[config.mk]
export PLATFORM = sky130hd
export DESIGN_NAME = down_timer_16b
export DESIGN_NICKNAME = d
export VERILOG_FILES = /design/src/rtl/down_timer_pkg.sv /design/src/rtl/sc_4b_down.sv /design/src/rtl/down_timer_16b.sv
export SDC_FILE = /design/constraint.sdc
export NUM_CORES = 1
export LEC_CHECK = 0
export BUFFER_PORTS_ARGS = -buffer_cell sky130_fd_sc_hd__buf_2
export CAP_MARGIN = 20
export CORE_ASPECT_RATIO = 2
export CORE_MARGIN = 2
export CORE_UTILIZATION = 45
export DETAILED_ROUTE_END_ITERATION = 8
export PLACE_DENSITY = 0.68
export SLEW_MARGIN = 20
export SYNTH_ARGS = -nofsm -noshare
export SYNTH_HDL_FRONTEND = slang
export SYNTH_SLANG_ARGS = --single-unit
[constraint.sdc]
create_clock -name clk -period 2.9 [get_ports clk]
set_input_delay 0.435 -clock clk [delete_from_list [all_inputs] [get_ports clk]]
set_output_delay 0.435 -clock clk [all_outputs]
set_load 0.02 [all_outputs]
[src/rtl/down_timer_pkg.sv]
// Shared FSM state type and default counter width for the down timer.
package down_timer_pkg;
  localparam int WIDTH_DEFAULT = 16;

  typedef enum logic [1:0] {
    IDLE,
    RUN,
    DONE
  } state_t;
endpackage

[src/rtl/sc_4b_down.sv]
// One 4-bit down-counting slice; borrow requests a step from the next slice up.
module sc_4b_down (
  input  logic       clk,
  input  logic       clr,
  input  logic       cten,
  input  logic       ld,
  input  logic [3:0] ld_val,
  output logic [3:0] out,
  output logic       borrow
);
  logic [3:0] r_val;

  always_ff @(posedge clk) begin
    if (clr) begin
      r_val <= '0;
    end else if (ld) begin
      r_val <= ld_val;
    end else if (cten) begin
      r_val <= r_val - 4'd1;
    end
  end

  assign out    = r_val;
  assign borrow = cten & (r_val == 4'd0);
endmodule

[src/rtl/down_timer_16b.sv]
// Prescaled down timer with one-shot and auto-reload modes; the count lives
// in a chain of 4-bit slices driven by the IDLE/RUN/DONE controller below.
module down_timer_16b
  import down_timer_pkg::*;
#(
  parameter int WIDTH = WIDTH_DEFAULT
) (
  input  logic             clk,
  input  logic             clr,
  input  logic             cten,
  input  logic             load,
  input  logic [WIDTH-1:0] load_val,
  input  logic             start,
  input  logic             stop,
  input  logic             auto_rld,
  input  logic [3:0]       presc,
  output logic [WIDTH-1:0] cnt,
  output logic             tc,
  output logic             busy,
  output logic             done
);
  localparam int NSLICE = WIDTH / 4;

  state_t            r_state;
  logic [WIDTH-1:0]  r_reload;
  logic [3:0]        r_prescCnt;
  logic              r_tc;
  logic              r_busy;
  logic              r_done;

  logic [WIDTH-1:0]  w_cnt;
  logic [WIDTH-1:0]  w_ldVal;
  logic              w_ld;
  logic              w_dec;
  logic              w_startOk;
  logic              w_run;
  logic              w_tick;
  logic              w_atOne;
  logic              w_expire;
  logic              w_unusedBorrow;
  logic [NSLICE-1:0] w_borrow;
  logic [NSLICE-1:0] w_sliceEn;

  // Stop outranks start, so a simultaneous start/stop never starts anything.
  assign w_startOk = start && !stop && (r_state != RUN);
  assign w_run     = (r_state == RUN) && cten && !load && !stop;
  assign w_tick    = w_run && (r_prescCnt >= presc);
  assign w_atOne   = (w_cnt == WIDTH'(1));
  assign w_expire  = w_tick && w_atOne;

  always_comb begin
    w_ld    = 1'b0;
    w_ldVal = r_reload;
    w_dec   = 1'b0;
    if (load) begin
      w_ld    = 1'b1;
      w_ldVal = load_val;
    end else if (w_startOk) begin
      w_ld = 1'b1;
    end else if (w_expire && auto_rld) begin
      w_ld = 1'b1;
    end else if (w_tick) begin
      w_dec = 1'b1;
    end
  end

  for (genvar g = 0; g < NSLICE; g++) begin : g_slice
    if (g == 0) begin : g_lsb
      assign w_sliceEn[g] = w_dec;
    end else begin : g_upper
      assign w_sliceEn[g] = w_borrow[g-1];
    end

    sc_4b_down u_slice (
      .clk    (clk),
      .clr    (clr),
      .cten   (w_sliceEn[g]),
      .ld     (w_ld),
      .ld_val (w_ldVal[4*g+3:4*g]),
      .out    (w_cnt[4*g+3:4*g]),
      .borrow (w_borrow[g])
    );
  end

  // The top slice's borrow would mean wrapping below zero, which the FSM never requests.
  assign w_unusedBorrow = w_borrow[NSLICE-1];

  always_ff @(posedge clk) begin
    if (clr) begin
      r_state    <= IDLE;
      r_reload   <= '0;
      r_prescCnt <= '0;
      r_tc       <= 1'b0;
      r_busy     <= 1'b0;
      r_done     <= 1'b0;
    end else begin
      r_tc <= 1'b0;
      if (load) begin
        r_reload   <= load_val;
        r_prescCnt <= '0;
        r_done     <= 1'b0;
        r_state    <= IDLE;
        r_busy     <= 1'b0;
      end else if (stop && (r_state == RUN)) begin
        r_state <= IDLE;
        r_busy  <= 1'b0;
      end else if (w_startOk) begin
        r_prescCnt <= '0;
        if (r_reload != '0) begin
          r_done  <= 1'b0;
          r_state <= RUN;
          r_busy  <= 1'b1;
        end else begin
          r_done  <= 1'b1;
          r_tc    <= 1'b1;
          r_state <= DONE;
          r_busy  <= 1'b0;
        end
      end else if (w_run) begin
        if (w_tick) begin
          r_prescCnt <= '0;
          if (w_atOne) begin
            r_tc <= 1'b1;
            if (!auto_rld) begin
              r_state <= DONE;
              r_done  <= 1'b1;
              r_busy  <= 1'b0;
            end
          end
        end else begin
          r_prescCnt <= r_prescCnt + 4'd1;
        end
      end
    end
  end

  assign cnt  = w_cnt;
  assign tc   = r_tc;
  assign busy = r_busy;
  assign done = r_done;
endmodule

==> results.ini, run 1 <==
[run_status]
status = finished, final reports clean

[clock_tree]
cts_tree = built
cts_root_buf = clkbuf_8
post_cts_buffers = 0
cts_sinks = 40
clkTransAtPathRegs_ns = 0.08
cts_buffer_depth = 2
cts_max_level = 2
clk_latency_ns = 0.29
post_cts_resized = 0
cts_made_buffers = 5
ctsHoldBuffers = 0

[power]
p_comb_share_pct = 17.4
power.internal_mw = 1.02
p_leak_nw = 1.11
switching_share_pct = 26.0
ir_drop_uv = 375
switching_power_mw = 0.358
p_per_area_nw_per_um2 = 521
clkPwrFrac_pct = 38.5
total_power_mw = 1.38
p_seq_share_pct = 44.1

[setup_path]
cp_max_fo = 13
worstReg2RegEnd = g_slice[2].u_slice.out[1]
crit_required_ns = 3.11
r2r-start = r_prescCnt[0]
crit_arrival_ns = 2.61
cp-end-kind = flip-flop
startpoint_type = flip-flop
setup.worst_path.class = reg -> reg
critPathLaunch = r_prescCnt[0]
r2r_cells = 8
crit_end = g_slice[2].u_slice.out[1]
rrSetupSlack_ns = 0.50

[cells_and_area]
fill_cells = 494
layout.nets = 331
drive_gt1_share_pct = 25.2
seqCellArea_um2 = 801
antenna_cells = 0
area_growth_pct = 17.5
stdcell_area_um2 = 2640
multiInputGateArea_um2 = 1340

[grt]
grt_pass1_vias = 1942
grt_pass1_wl_um = 8760
antenna_found_initial = 0
grt_overflow = 0
grt_max_degree = 37
track_usage_pct = 21.1

[job]
cap_violations = 0

[sta]
slew-limit-headroom_pct = 58.6
skew_ns = 0.00769
clock.fmax_mhz = 416
finalSetupViolCount = 0
timing.setup.tns_ns = 0
period_needed_ns = 2.40
worst_slew_pin_slew_ns = 0.616
rsz0062_at_grt = no
hold_slack_ns = 0.414
hold_viol = 0
fin_crit_sh_pct = 82.8
maxSlewViolCount = 0

[routing]
routed_wirelength_um = 5550
viasPerCell = 5.52
detail-route-antenna-nets = 0
route.detailed.drc = 0
drt_iter0_markers = 34
first_pass_iters = 4
routed-via-count = 1917
routedWlPerCell_um = 16.0

[placement]
place_area_um2 = 2510
dp_hpwl_um = 4390
portBuffers = 45
gp_congestion = 0.825

[logic_synthesis]
syn_avg_cell_area_um2 = 9.11
yosysSeqAreaShare_pct = 35.6
yosys_warnings = 0
syn_nets = 288
synth.distinct_cells = 53
synthCells = 247
syn-cell-area_um2 = 2250
synth_seq_cells = 40

[die]
num_io_pins = 46
core_um2 = 4860
die-width_um = 54.0
initial_utilization_pct = 46.2
die_area_um2 = 5610
rows = 36
fp.dieH_um = 104

[worst_hold_path]
hold_depth = 3
hold_class = in -> reg

==> registers in the layout, indices dropped and copies added (netlist names) <==
name	cells
g_slice.u_slice.out	16
done	1
r_prescCnt	4
r_state	1
tc	1
r_reload	16
busy	1
==> per-layer routing <==
layer | part of all wire [%] | global-route usage, %
met2 | 53 | 37.0
met4 | 5.4 | 12.3
met5 | 0 | 0
met3 | 3.4 | 2.87
met1 | 38 | 22.2
==> area by class of cell <==
type / count / area share [%]
multi-input cells: 181 / 50.6
clock inverters: 2 / 2.27
inverters: 13 / 1.85
repair buffers: 49 / 9.66
well taps: 57 / 2.70
flip-flops and latches: 40 / 30.3
clock buffers: 5 / 2.60
==> metrics by stage <==
| step | setup slack, ns | std cells | utilization [%] |
|---|---|---|---|
| 6_report | 0.498 | 347 | 54.3 |
| 5_1_grt | 0.390 | 347 | 54.3 |
| 4_1_cts | 0.512 | 347 | 54.3 |
| 3_5_place_dp | 0.445 | 340 | 51.7 |
| 3_3_place_gp | 0.502 | 340 | 51.7 |
| 2_1_floorplan | 0.807 | 247 | - |
==> critical path, cell delays in order (launching register included) <==
cell	delay, ns
dfxtp_1	0.40
inv_1	0.06
ha_1	0.27
nand2b_4	0.15
a2111oi_4	0.54
buf_4	0.29
nor3_1	0.11
a211o_1	0.34
a31oi_1	0.16
==> placed cells by master, fill, tap and decap left out, types with 3 or more instances in the layout <==
| cell type | n |
|---|---|
| buf_2 | 45 |
| dfxtp_1 | 40 |
| nor2_1 | 23 |
| nand2_1 | 16 |
| ha_1 | 14 |
| inv_1 | 13 |
| xnor2_1 | 13 |
| nor4_1 | 11 |
| mux2i_1 | 11 |
| a21oi_1 | 11 |
| nand2b_1 | 8 |
| nand4_1 | 5 |
| nor3_1 | 5 |
| clkbuf_8 | 5 |
| a21o_1 | 4 |
| o21ai_1 | 4 |
| and3_1 | 4 |
| o31ai_1 | 4 |
| buf_4 | 4 |
| nand3_1 | 3 |
| or3_1 | 3 |
| a211oi_1 | 3 |
==> synth_stat cells (all sizes together) <==
library cell / number / area share (%)
nand2: 16 / 2.7
o31ai: 6 / 2.4
nand4: 5 / 1.4
o21ai: 5 / 1.1
buf: 6 / 1.6
nor4b: 1 / 0.39
nor2: 25 / 4.4
a211oi: 4 / 1.6
mux2: 2 / 1.0
o31a: 2 / 0.78
nor4bb: 1 / 0.44
nor3: 5 / 1.1
a211o: 1 / 0.39
a21o: 4 / 1.3
inv: 13 / 2.2
and2: 1 / 0.28
or3: 3 / 0.83
o221ai: 1 / 0.67
a31oi: 2 / 0.56
o21a: 2 / 0.67
or3b: 1 / 0.39
nor4: 13 / 4.2
a21oi: 12 / 2.8
and3: 4 / 1.1
xnor2: 13 / 5.1
a2111oi: 1 / 1.2
nand2b: 9 / 2.8
or4: 1 / 0.33
or2: 3 / 0.83
dfxtp: 40 / 36
mux2i: 11 / 4.9
clkbuf: 7 / 1.2
nand3: 4 / 1.4
ha: 14 / 7.8
and2b: 1 / 0.33
nor3b: 3 / 1.2
and4bb: 1 / 0.56
xor2: 2 / 0.78
o2111ai: 1 / 1.2
o311a: 1 / 0.44
==> power groups by stage <==
stage	Combinational, mW	Sequential, mW	Clock, mW
final	0.240	0.607	0.529
after global routing	0.265	0.610	0.565
after CTS	0.241	0.606	0.540
after detailed placement	0.239	0.619	0
after global placement	0.238	0.618	0
after floorplan	0.148	0.633	0
==> logic make-up after synthesis <==
family,after synthesis,share of synthesized area [%]
muxes,13,5.90
and+or+nand+nor,97,24.7
xor gates and xnor gates,15,5.84
DFF,40,35.6
buffers and inverters,26,4.95
AOI/OAI and AO/OA,42,15.2
adders and majority gates,14,7.79
==> how the worst min path moves through the flow <==
| stage | to | start |
|---|---|---|
| CTS | r_reload[10] | load_val[10] |
| global placement | r_reload[9] | r_reload[9] |
| floorplan | r_state[1] | r_state[1] |
| global route | r_reload[10] | load_val[10] |
| finish | r_reload[10] | load_val[10] |
| detailed placement | r_reload[10] | r_reload[10] |
Note: power is estimated with default switching activity, not from simulation.
==> run 2: changes to the inputs <==
==> constraint.sdc (replaced) <==
create_clock -name clk -period 2.25 [get_ports clk]
set_input_delay 0.3375 -clock clk [delete_from_list [all_inputs] [get_ports clk]]
set_output_delay 0.3375 -clock clk [all_outputs]
set_load 0.02 [all_outputs]
==> results.ini, run 2 (synthesis gave the netlist of run 1 again) <==
[sta]
rsz0062_at_grt = no  ; unchanged
hold_viol = 0  ; unchanged
hold_slack_ns = 0.313  ; was 0.414 ns
skew_ns = 0.0117  ; was 0.00769 ns
fin_crit_sh_pct = 95.1  ; was 82.8%
maxSlewViolCount = 0  ; unchanged
finalSetupViolCount = 0  ; unchanged
worst_slew_pin_slew_ns = 0.532  ; was 0.616 ns
period_needed_ns = 2.14  ; was 2.40 ns
slew-limit-headroom_pct = 64.2  ; was 58.6%
clock.fmax_mhz = 467  ; was 416 MHz

[routing]
routed-via-count = 1970  ; was 1917
routedWlPerCell_um = 15.8  ; was 16.0 um
routed_wirelength_um = 5690  ; was 5550 um
drt_iter0_markers = 52  ; was 34
viasPerCell = 5.47  ; was 5.52
first_pass_iters = 6  ; was 4
route.detailed.drc = 0  ; unchanged
detail-route-antenna-nets = 0  ; unchanged

[power]
switching_power_mw = 0.476  ; was 0.358 mW
p_seq_share_pct = 43.1  ; was 44.1%
switching_share_pct = 26.3  ; was 26.0%
clkPwrFrac_pct = 38.1  ; was 38.5%
power.internal_mw = 1.33  ; was 1.02 mW
ir_drop_uv = 628  ; was 375 uV
p_per_area_nw_per_um2 = 658  ; was 521 nW/um2
p_comb_share_pct = 18.8  ; was 17.4%
p_leak_nw = 1.17  ; was 1.11 nW

[clock_tree]
cts_max_level = 2  ; unchanged
cts_sinks = 40  ; unchanged
ctsHoldBuffers = 0  ; unchanged
clkTransAtPathRegs_ns = 0.08  ; about the same
post_cts_buffers = 0  ; unchanged
post_cts_resized = 0  ; unchanged
cts_buffer_depth = 2  ; unchanged
cts_tree = built  ; unchanged
clk_latency_ns = 0.29  ; about the same
cts_made_buffers = 5  ; unchanged
cts_root_buf = clkbuf_8  ; unchanged

[setup_path]
crit_required_ns = 2.43  ; was 3.11 ns
setup.worst_path.class = reg -> reg  ; unchanged
crit_arrival_ns = 2.32  ; was 2.61 ns
cp-end-kind = flip-flop  ; unchanged
crit_end = g_slice[3].u_slice.out[3]  ; was g_slice[2].u_slice.out[1]
r2r_cells = 7  ; was 8
r2r-start = g_slice[2].u_slice.out[1]  ; was r_prescCnt[0]
critPathLaunch = g_slice[2].u_slice.out[1]  ; was r_prescCnt[0]
rrSetupSlack_ns = 0.11  ; was 0.50 ns
cp_max_fo = 4  ; was 13
worstReg2RegEnd = g_slice[3].u_slice.out[3]  ; was g_slice[2].u_slice.out[1]
startpoint_type = flip-flop  ; unchanged

[worst_hold_path]
hp-start = load_val[3]  ; was load_val[10]
hold_class = in -> reg  ; unchanged

[grt]
grt_max_degree = 23  ; was 37
antenna_found_initial = 0  ; unchanged
grt_overflow = 0  ; unchanged
grt_pass1_wl_um = 8930  ; was 8760 um
grt_pass1_vias = 1959  ; was 1942
track_usage_pct = 21.7  ; was 21.1%

[placement]
portBuffers = 45  ; unchanged
gp_congestion = 0.859  ; was 0.825
dp_hpwl_um = 4620  ; was 4390 um
placedCellCount = 353  ; was 340

[die]
num_io_pins = 46  ; unchanged
die-width_um = 54.0  ; unchanged
die_area_um2 = 5610  ; unchanged
core_um2 = 4860  ; unchanged
rows = 36  ; unchanged
initial_utilization_pct = 46.2  ; unchanged
fp.dieH_um = 104  ; unchanged

[cells_and_area]
most-common-layout-cells = buf_2, dfxtp_1, nor2_1  ; unchanged
layout.nets = 344  ; was 331
drive_gt1_share_pct = 28.7  ; was 25.2%
final_common_cell = buf_2  ; unchanged
area_growth_pct = 22.1  ; was 17.5%
antenna_cells = 0  ; unchanged
fin_cells = 360  ; was 347
fill_cells = 457  ; was 494

[run_status]
status = finished, final reports clean  ; unchanged

[job]
cap_violations = 0  ; unchanged

[run 2: per-layer routing]
layer	track usage [%]	routed length [um]	up-vias
met2	40.3	3130	54
met3	3.16	180	18
met4	11.8	293	0
met5	0	0	-
li1	-	-	986
met1	20.7	2080	912
[run 2: metrics by stage]
step                worst slack, ns  TNS, ns  cell area [um2]  utilization [%]  power [mW]
floorplan                     0.194        0             2250                -        1.01
global placement             0.0553        0             2610             53.7        1.12
detailed placement          -0.0344  -0.0344             2610             53.7        1.13
CTS                          0.0423        0             2740             56.3        1.82
global route                0.00307        0             2750             56.5        1.89
finish                        0.109        0             2750             56.5        1.81
[run 2: power groups by stage]
stage | logic, mW | clock network (mW) | registers, mW
after detailed placement | 0.337 | 0 | 0.794
after floorplan | 0.190 | 0 | 0.816
after CTS | 0.339 | 0.701 | 0.777
after global placement | 0.332 | 0 | 0.793
final | 0.340 | 0.689 | 0.778
after global routing | 0.372 | 0.732 | 0.783
[run 2: worst min path at each step]
stage	slack [ns]	end	cells past startpoint
detailed placement	0.49	r_reload[9]	2
global route	0.33	r_reload[13]	3
global placement	0.48	r_reload[9]	2
floorplan	0.46	r_state[1]	1
CTS	0.31	r_reload[10]	3
finish	0.31	r_reload[3]	3
[run 2: worst max-delay path, stage by stage (launching register included)]
cell	delay, ns
dfxtp_1	0.33
inv_1	0.10
ha_1	0.25
or3b_1	0.38
or4_1	0.42
nor4_2	0.23
xnor2_1	0.19
o221ai_2	0.12
[run 2: cell type report]
class / count / area (um2) / area share [%]
clock buffers: 5 / 68.8 / 2.51
clock inverters: 2 / 60.1 / 2.19
inverters: 13 / 48.8 / 1.78
multi-input cells: 181 / 1340 / 48.9
flip-flops and latches: 40 / 801 / 29.2
well taps: 57 / 71.3 / 2.60
repair buffers: 62 / 353 / 12.8
